===== config.mk =====
export PLATFORM = sky130hd
export DESIGN_NAME = mbist_controller_flat
export DESIGN_NICKNAME = d
export VERILOG_FILES = /design/src/rtl/mbist_controller_if.sv /design/src/rtl/mbist_controller.sv /design/src/flat_wrapper.sv
export SDC_FILE = /design/constraint.sdc
export NUM_CORES = 1
export LEC_CHECK = 0
export BUFFER_PORTS_ARGS = -buffer_cell sky130_fd_sc_hd__buf_4
export CAP_MARGIN = 20
export CELL_PAD_IN_SITES_DETAIL_PLACEMENT = 0
export CELL_PAD_IN_SITES_GLOBAL_PLACEMENT = 1
export CORE_MARGIN = 1
export CORE_UTILIZATION = 43
export CTS_CLUSTER_SIZE = 10
export DETAILED_ROUTE_END_ITERATION = 12
export PLACE_DENSITY_LB_ADDON = 0.1
export SKIP_CTS_REPAIR_TIMING = 1
export SLEW_MARGIN = 20
export SYNTH_ARGS = -nofsm -noshare
export SYNTH_HDL_FRONTEND = slang
export SYNTH_SLANG_ARGS = --single-unit

===== constraint.sdc =====
create_clock -name CLK -period 4.9 [get_ports CLK]
set_clock_uncertainty 0.05 [all_clocks]
set_input_delay 0.245 -clock CLK [delete_from_list [all_inputs] [get_ports CLK]]
set_output_delay 0.245 -clock CLK [all_outputs]
set_load 0.03 [all_outputs]

===== src/rtl/mbist_controller_if.sv =====
// SRAM-side bus of the MBIST engine: address, write data, strobes
// and the read data returned by the memory.
interface mbist_controller_if #(
  parameter int ADDR_W = 8,
  parameter int DATA_W = 8
);
  logic [ADDR_W-1:0] ADDR_top;
  logic [DATA_W-1:0] DATAOUT;
  logic              iWrite;
  logic              iRead;
  logic [DATA_W-1:0] DATA_DUT;

  modport master (
    output ADDR_top,
    output DATAOUT,
    output iWrite,
    output iRead,
    input  DATA_DUT
  );

  modport slave (
    input  ADDR_top,
    input  DATAOUT,
    input  iWrite,
    input  iRead,
    output DATA_DUT
  );
endinterface


===== src/rtl/mbist_controller.sv =====
// March / checkerboard BIST engine for a single-port SRAM:
// MATS+, March C- and checkerboard, sticky mismatch flag.
module mbist_controller #(
  parameter int ADDR_W = 8,
  parameter int DATA_W = 8
) (
  input  logic       CLK,
  input  logic       nRESET,
  input  logic       MBISTEN,
  input  logic [2:0] TESTTYPE,
  output logic [3:0] gen_Turn,
  output logic       RESULT,
  mbist_controller_if.master sram
);

  typedef enum logic [2:0] {
    S_IDLE,
    S_WR,
    S_RD_ISSUE,
    S_RD_CMP,
    S_DONE
  } st_t;

  localparam logic [1:0] M_MATS = 2'd0;
  localparam logic [1:0] M_MC   = 2'd1;
  localparam logic [1:0] M_CB   = 2'd2;
  localparam logic [ADDR_W-1:0] ONE = 1;

  st_t               st, nxt_st;
  logic [1:0]        mode, nxt_mode, sel;
  logic [2:0]        elem, nxt_elem;
  logic [ADDR_W-1:0] addr, nxt_addr, end_addr;
  logic              opi, nxt_opi, issue;

  logic              wr_d, rd_d, run_d, res_d;
  logic [ADDR_W-1:0] addr_d;
  logic [DATA_W-1:0] data_d;
  logic [3:0]        turn_d;

  // Element tables: op is a read?
  function automatic logic f_rd(input logic [1:0] m,
                                input logic [2:0] e,
                                input logic       o);
    logic r;
    r = 1'b0;
    unique case (1'b1)
      (m == M_CB): r = (e == 3'd1) || (e == 3'd3);
      (m == M_MC): r = (e == 3'd5) || ((e != 3'd0) && !o);
      default:     r = (e != 3'd0) && !o;
    endcase
    return r;
  endfunction

  // Background select: 0/1 for march, P/~P for checkerboard
  function automatic logic f_val(input logic [1:0] m,
                                 input logic [2:0] e,
                                 input logic       o);
    logic r;
    r = 1'b0;
    unique case (1'b1)
      (m == M_CB): r = (e == 3'd2) || (e == 3'd3);
      (m == M_MC): begin
        if ((e == 3'd1) || (e == 3'd3))      r = o;
        else if ((e == 3'd2) || (e == 3'd4)) r = !o;
      end
      default: begin
        if (e == 3'd1)      r = o;
        else if (e == 3'd2) r = !o;
      end
    endcase
    return r;
  endfunction

  function automatic logic f_two(input logic [1:0] m,
                                 input logic [2:0] e);
    logic r;
    r = 1'b0;
    unique case (1'b1)
      (m == M_CB): r = 1'b0;
      (m == M_MC): r = (e != 3'd0) && (e != 3'd5);
      default:     r = (e != 3'd0);
    endcase
    return r;
  endfunction

  function automatic logic f_down(input logic [1:0] m,
                                  input logic [2:0] e);
    logic r;
    r = 1'b0;
    unique case (1'b1)
      (m == M_CB): r = 1'b0;
      (m == M_MC): r = (e == 3'd3) || (e == 3'd4);
      default:     r = (e == 3'd2);
    endcase
    return r;
  endfunction

  function automatic logic [2:0] f_last(input logic [1:0] m);
    logic [2:0] r;
    r = 3'd2;
    unique case (1'b1)
      (m == M_CB): r = 3'd3;
      (m == M_MC): r = 3'd5;
      default:     r = 3'd2;
    endcase
    return r;
  endfunction

  function automatic logic [DATA_W-1:0] pat(input logic cb,
                                            input logic v,
                                            input logic a0);
    logic [DATA_W-1:0] p;
    p = a0 ? {(DATA_W/2){2'b10}} : {(DATA_W/2){2'b01}};
    if (cb) return v ? ~p : p;
    return {DATA_W{v}};
  endfunction

  assign sel = (TESTTYPE == 3'd1) ? M_MC :
               (TESTTYPE == 3'd2) ? M_CB : M_MATS;

  assign end_addr = f_down(mode, elem) ? '0 : '1;

  always_ff @(posedge CLK or negedge nRESET) begin
    if (!nRESET) begin
      st            <= S_IDLE;
      mode          <= M_MATS;
      elem          <= '0;
      addr          <= '0;
      opi           <= 1'b0;
      sram.iWrite   <= 1'b0;
      sram.iRead    <= 1'b0;
      sram.ADDR_top <= '0;
      sram.DATAOUT  <= '0;
      gen_Turn      <= '0;
      RESULT        <= 1'b0;
    end else begin
      st            <= nxt_st;
      mode          <= nxt_mode;
      elem          <= nxt_elem;
      addr          <= nxt_addr;
      opi           <= nxt_opi;
      sram.iWrite   <= wr_d;
      sram.iRead    <= rd_d;
      sram.ADDR_top <= addr_d;
      sram.DATAOUT  <= data_d;
      gen_Turn      <= turn_d;
      RESULT        <= res_d;
    end
  end

  always_comb begin
    nxt_st   = st;
    nxt_mode = mode;
    nxt_elem = elem;
    nxt_addr = addr;
    nxt_opi  = opi;
    issue    = 1'b0;
    if (!MBISTEN) begin
      nxt_st   = S_IDLE;
      nxt_elem = '0;
      nxt_addr = '0;
      nxt_opi  = 1'b0;
    end else begin
      unique case (st)
        S_IDLE: begin
          nxt_mode = sel;
          nxt_elem = '0;
          nxt_opi  = 1'b0;
          nxt_addr = f_down(sel, 3'd0) ? '1 : '0;
          issue    = 1'b1;
        end
        S_RD_ISSUE: nxt_st = S_RD_CMP;
        S_WR, S_RD_CMP: begin
          issue = 1'b1;
          if (!opi && f_two(mode, elem)) begin
            nxt_opi = 1'b1;
          end else begin
            nxt_opi = 1'b0;
            if (addr != end_addr) begin
              nxt_addr = f_down(mode, elem) ? addr - ONE
                                            : addr + ONE;
            end else if (elem == f_last(mode)) begin
              nxt_st = S_DONE;
              issue  = 1'b0;
            end else begin
              nxt_elem = elem + 3'd1;
              nxt_addr = f_down(mode, elem + 3'd1) ? '1 : '0;
            end
          end
        end
        default: nxt_st = S_DONE;
      endcase
      if (issue)
        nxt_st = f_rd(nxt_mode, nxt_elem, nxt_opi) ? S_RD_ISSUE
                                                   : S_WR;
    end
  end

  always_comb begin
    run_d  = (nxt_st == S_WR) || (nxt_st == S_RD_ISSUE) ||
             (nxt_st == S_RD_CMP);
    wr_d   = (nxt_st == S_WR);
    rd_d   = (nxt_st == S_RD_ISSUE);
    addr_d = run_d ? nxt_addr : '0;
    data_d = '0;
    if (wr_d)
      data_d = pat(nxt_mode == M_CB,
                   f_val(nxt_mode, nxt_elem, nxt_opi),
                   nxt_addr[0]);
    turn_d = 4'h0;
    if (nxt_st == S_DONE) turn_d = 4'hF;
    else if (run_d)       turn_d = {1'b0, nxt_elem};
    res_d = RESULT;
    if ((st == S_IDLE) && MBISTEN)
      res_d = 1'b0;
    else if ((st == S_RD_CMP) && MBISTEN &&
             (sram.DATA_DUT != pat(mode == M_CB,
                                   f_val(mode, elem, opi),
                                   addr[0])))
      res_d = 1'b1;
  end

endmodule


===== src/flat_wrapper.sv =====
// flat-port wrapper written by rule: the top's interface ports become plain ports
module mbist_controller_flat 
#(
  parameter int ADDR_W = 8,
  parameter int DATA_W = 8
)
  (CLK, nRESET, MBISTEN, TESTTYPE, gen_Turn, RESULT, sram_ADDR_top, sram_DATAOUT, sram_iWrite, sram_iRead, sram_DATA_DUT);
  mbist_controller_if #(.ADDR_W(ADDR_W), .DATA_W(DATA_W)) sram_i ();
  input  logic CLK;
  input  logic nRESET;
  input  logic MBISTEN;
  input  logic [2:0] TESTTYPE;
  output logic [3:0] gen_Turn;
  output logic RESULT;
  output wire logic [$bits(sram_i.ADDR_top)-1:0] sram_ADDR_top;
  output wire logic [$bits(sram_i.DATAOUT)-1:0] sram_DATAOUT;
  output wire logic [$bits(sram_i.iWrite)-1:0] sram_iWrite;
  output wire logic [$bits(sram_i.iRead)-1:0] sram_iRead;
  input wire logic [$bits(sram_i.DATA_DUT)-1:0] sram_DATA_DUT;
  assign sram_ADDR_top = sram_i.ADDR_top;
  assign sram_DATAOUT = sram_i.DATAOUT;
  assign sram_iWrite = sram_i.iWrite;
  assign sram_iRead = sram_i.iRead;
  assign sram_i.DATA_DUT = sram_DATA_DUT;
  mbist_controller #(.ADDR_W(ADDR_W), .DATA_W(DATA_W)) u_core (.CLK(CLK), .nRESET(nRESET), .MBISTEN(MBISTEN), .TESTTYPE(TESTTYPE), .gen_Turn(gen_Turn), .RESULT(RESULT), .sram(sram_i));
endmodule

==> qor.txt <==
dpl ws - 0.642 ns
Setup WS post-layout - 0.576 ns
Hold EP - u_core.elem[0]$_DFF_PN0_
Final period util - 88.2%
Lkg Pwr - 1.43 nW
worst slew pin tran - 0.549 ns
Yosys reg bits - 34
PD cells - 219 nW/µm²
vias per cell - 5.61
Clock Sinks - 34
Clk Latency, worst-skew pair - 0.29 ns
share of cells above drive strength 1 - 19.0%
vias in the first global route - 2276
sequential element share of the synthesized area - 33.0%
WL/cell - 15.6 µm
pin count of the biggest net entering global routing - 35
Netlist Area Pre-Place - 2580 µm²
CTS tree - done
Root Driver - clkbuf_8
Critical Path Fanout Max - 8
Syn Nets - 333
final slew viol count - 0
slew margin rel. - 63.0%
WHS Path Cells - 3
H-tree Lvls - 2
P&R area growth vs syn - 15.9%
Worst EP required - 5.03 ns
worst flop-to-flop path endpoint - u_core.sram.DATAOUT[5]$_DFF_PN0_
port bufs - 36
Initial Utilization - 45.8%
number of enable flip-flop cells after synthesis - 0
CP arrival - 4.45 ns
initial antenna violation count - 0
CP endpoint kind - flop
Ports - 37
Total Die Area - 6320 µm²
Fmax - 231 MHz
Fin Setup TNS - 0 ns
Post-DRT Antenna Nets - 0
post-synthesis cell count - 300
1st-iter DRT viols - 88
cell taking the most area after synthesis - dfrtp_1
final hold violations - 0
ANT cells - 0
Die Wd - 79.5 µm
R2R Setup Slk - 0.58 ns
synth warn - 0
Core ar. - 5640 µm²
FF-to-FF Start - u_core.mode[0]$_DFF_PN0_
Final min period - 4.32 ns
final setup fails - 0
Netlist cell types - 62
hold wc startpoint - MBISTEN
Synth async-reset ratio - 100%
commonest cells in the synthesized netlist - dfrtp_1, nand2_1, a21oi_1, inv_1, nor2_1
vias - 2262
Worst VDD drop - 0.133 mV
Reg2Reg Depth - 15
Clock transition at path regs - 0.07 ns
Top FF cell, synth - dfrtp_1
global router's overall resource usage - 21.7%
synthesized area per cell - 8.60 µm²
first-pass GRT wire length - 10700 µm
Synth top area share - 33.0%
fillers - 539
First-pass DRT Iterations - 4
CTS buffer count - 5
Worst Hold Class - in2reg
Max Cap Viol - 0
Crit Path Class - reg2reg
crit path from - u_core.mode[0]$_DFF_PN0_
Nets - 364
startpoint types - flop
Placer Congestion - 0.871
most common cell in the netlist - dfrtp_1
Max clock buf depth - 2
dominant cells by area after synthesis - dfrtp_1, ha_1, a21oi_1
RSZ-0062 raised after global routing - false
total grt overflow - 0
outcome - finished, final reports clean
Die H - 79.5 µm
Total Routed Length - 6280 µm
detailed-placement wirelength estimate - 4730 µm
Post-route DRC - 0
Rows - 27
==> cell families (layout without fill, tap and decap cells) <==
kind of cell | after synthesis | after routing | share of synthesized area [%]
buf+inv | 40 | 71 | 7.13
simple gates | 107 | 107 | 21.9
mux | 5 | 5 | 2.23
fa+ha+maj | 19 | 19 | 9.50
flops | 34 | 34 | 33.0
compound gates | 85 | 85 | 22.9
xor+xnor | 10 | 10 | 3.39
==> cell usage in the layout, fill, tap and decap left out, drive strengths merged, types with 2 or more instances in the layout <==
cell type / n
inv: 24
xnor2: 7
a31o: 2
o21ai: 21
mux2: 3
o31ai: 3
dfrtp: 34
nor3: 8
and2: 9
nor4: 3
a21o: 2
clkbuf: 6
o2111ai: 2
nor4b: 2
nor3b: 2
nand3: 3
mux2i: 2
or3: 2
and3: 5
buf: 39
a311oi: 2
a211o: 2
nand2: 27
nor2: 24
a21oi: 26
nand4: 5
a31oi: 3
ha: 18
o22ai: 5
a21boi: 4
xor2: 3
nor2b: 8
nand2b: 3
==> metrics by stage <==
step,total power [mW],utilization (%),cells,hold WS (ns),area [µm²]
final,0.655,53.0,403,0.247,2990
after global routing,0.683,53.0,403,0.257,2990
after CTS,0.658,52.9,402,-0.134,2980
after detailed placement,0.392,50.9,395,0.180,2870
after global placement,0.391,50.9,395,0.171,2870
after floorplan,0.361,-,300,-0.101,2580
==> cell type report <==
type,count,area (µm²),area share (%)
Clock inverter,1,30.0,1.00
Inverter,24,90.1,3.01
Multi-Input combinational cell,226,1550,51.7
Sequential cell,34,851,28.4
Tap cell,72,90.1,3.01
Timing Repair Buffer,40,303,10.1
Clock buffer,6,82.6,2.76
==> registers in the layout, indices dropped and copies added (netlist names) <==
name and count:
u_core.sram.ADDR_top 8, u_core.RESULT 1, u_core.sram.DATAOUT 2, u_core.sram.iRead 1, u_core.mode 2, u_core.addr 8, u_core.sram.iWrite 1, u_core.opi 1
u_core.st 3, u_core.elem 3, u_core.gen_Turn 4
==> where the power goes <==
part,internal (mW),switching [mW]
Combinational,0.0375,0.0597
Clock,0.163,0.106
Sequential,0.285,0.00457
Total,0.485,0.170
==> critical path, cell delays in order, from the launching register on <==
cell and delay, ns:
dfrtp_1 0.39, inv_1 0.07, ha_1 0.45, and4b_4 0.26
a311oi_4 0.27, inv_1 0.18, ha_1 0.39, nand4_1 0.16
nor4_1 0.30, mux2i_1 0.26, nor2_2 0.24, mux2_2 0.41
nor4b_1 0.30, o211ai_1 0.20, nand4_1 0.19, nor2_1 0.07
==> worst max-delay path by stage <==
stage	end	slack, ns	cells after the start
3_3_place_gp	u_core.sram.DATAOUT[5]$_DFF_PN0_	0.78	15
3_5_place_dp	u_core.sram.DATAOUT[5]$_DFF_PN0_	0.64	15
6_report	u_core.sram.DATAOUT[5]$_DFF_PN0_	0.58	15
4_1_cts	u_core.sram.DATAOUT[5]$_DFF_PN0_	0.58	15
5_1_grt	u_core.sram.DATAOUT[5]$_DFF_PN0_	0.23	15
2_1_floorplan	u_core.sram.DATAOUT[5]$_DFF_PN0_	0.93	16
==> layer usage <==
metal  wire, µm  vias to the layer above  GRT usage [%]
met5          0                        -              0
met2       3090                       51           36.8
met3        207                        8           3.54
li1           -                     1125              -
met4         68                        0           5.82
met1       2910                     1078           28.4
(Power assumes the default switching activity.)
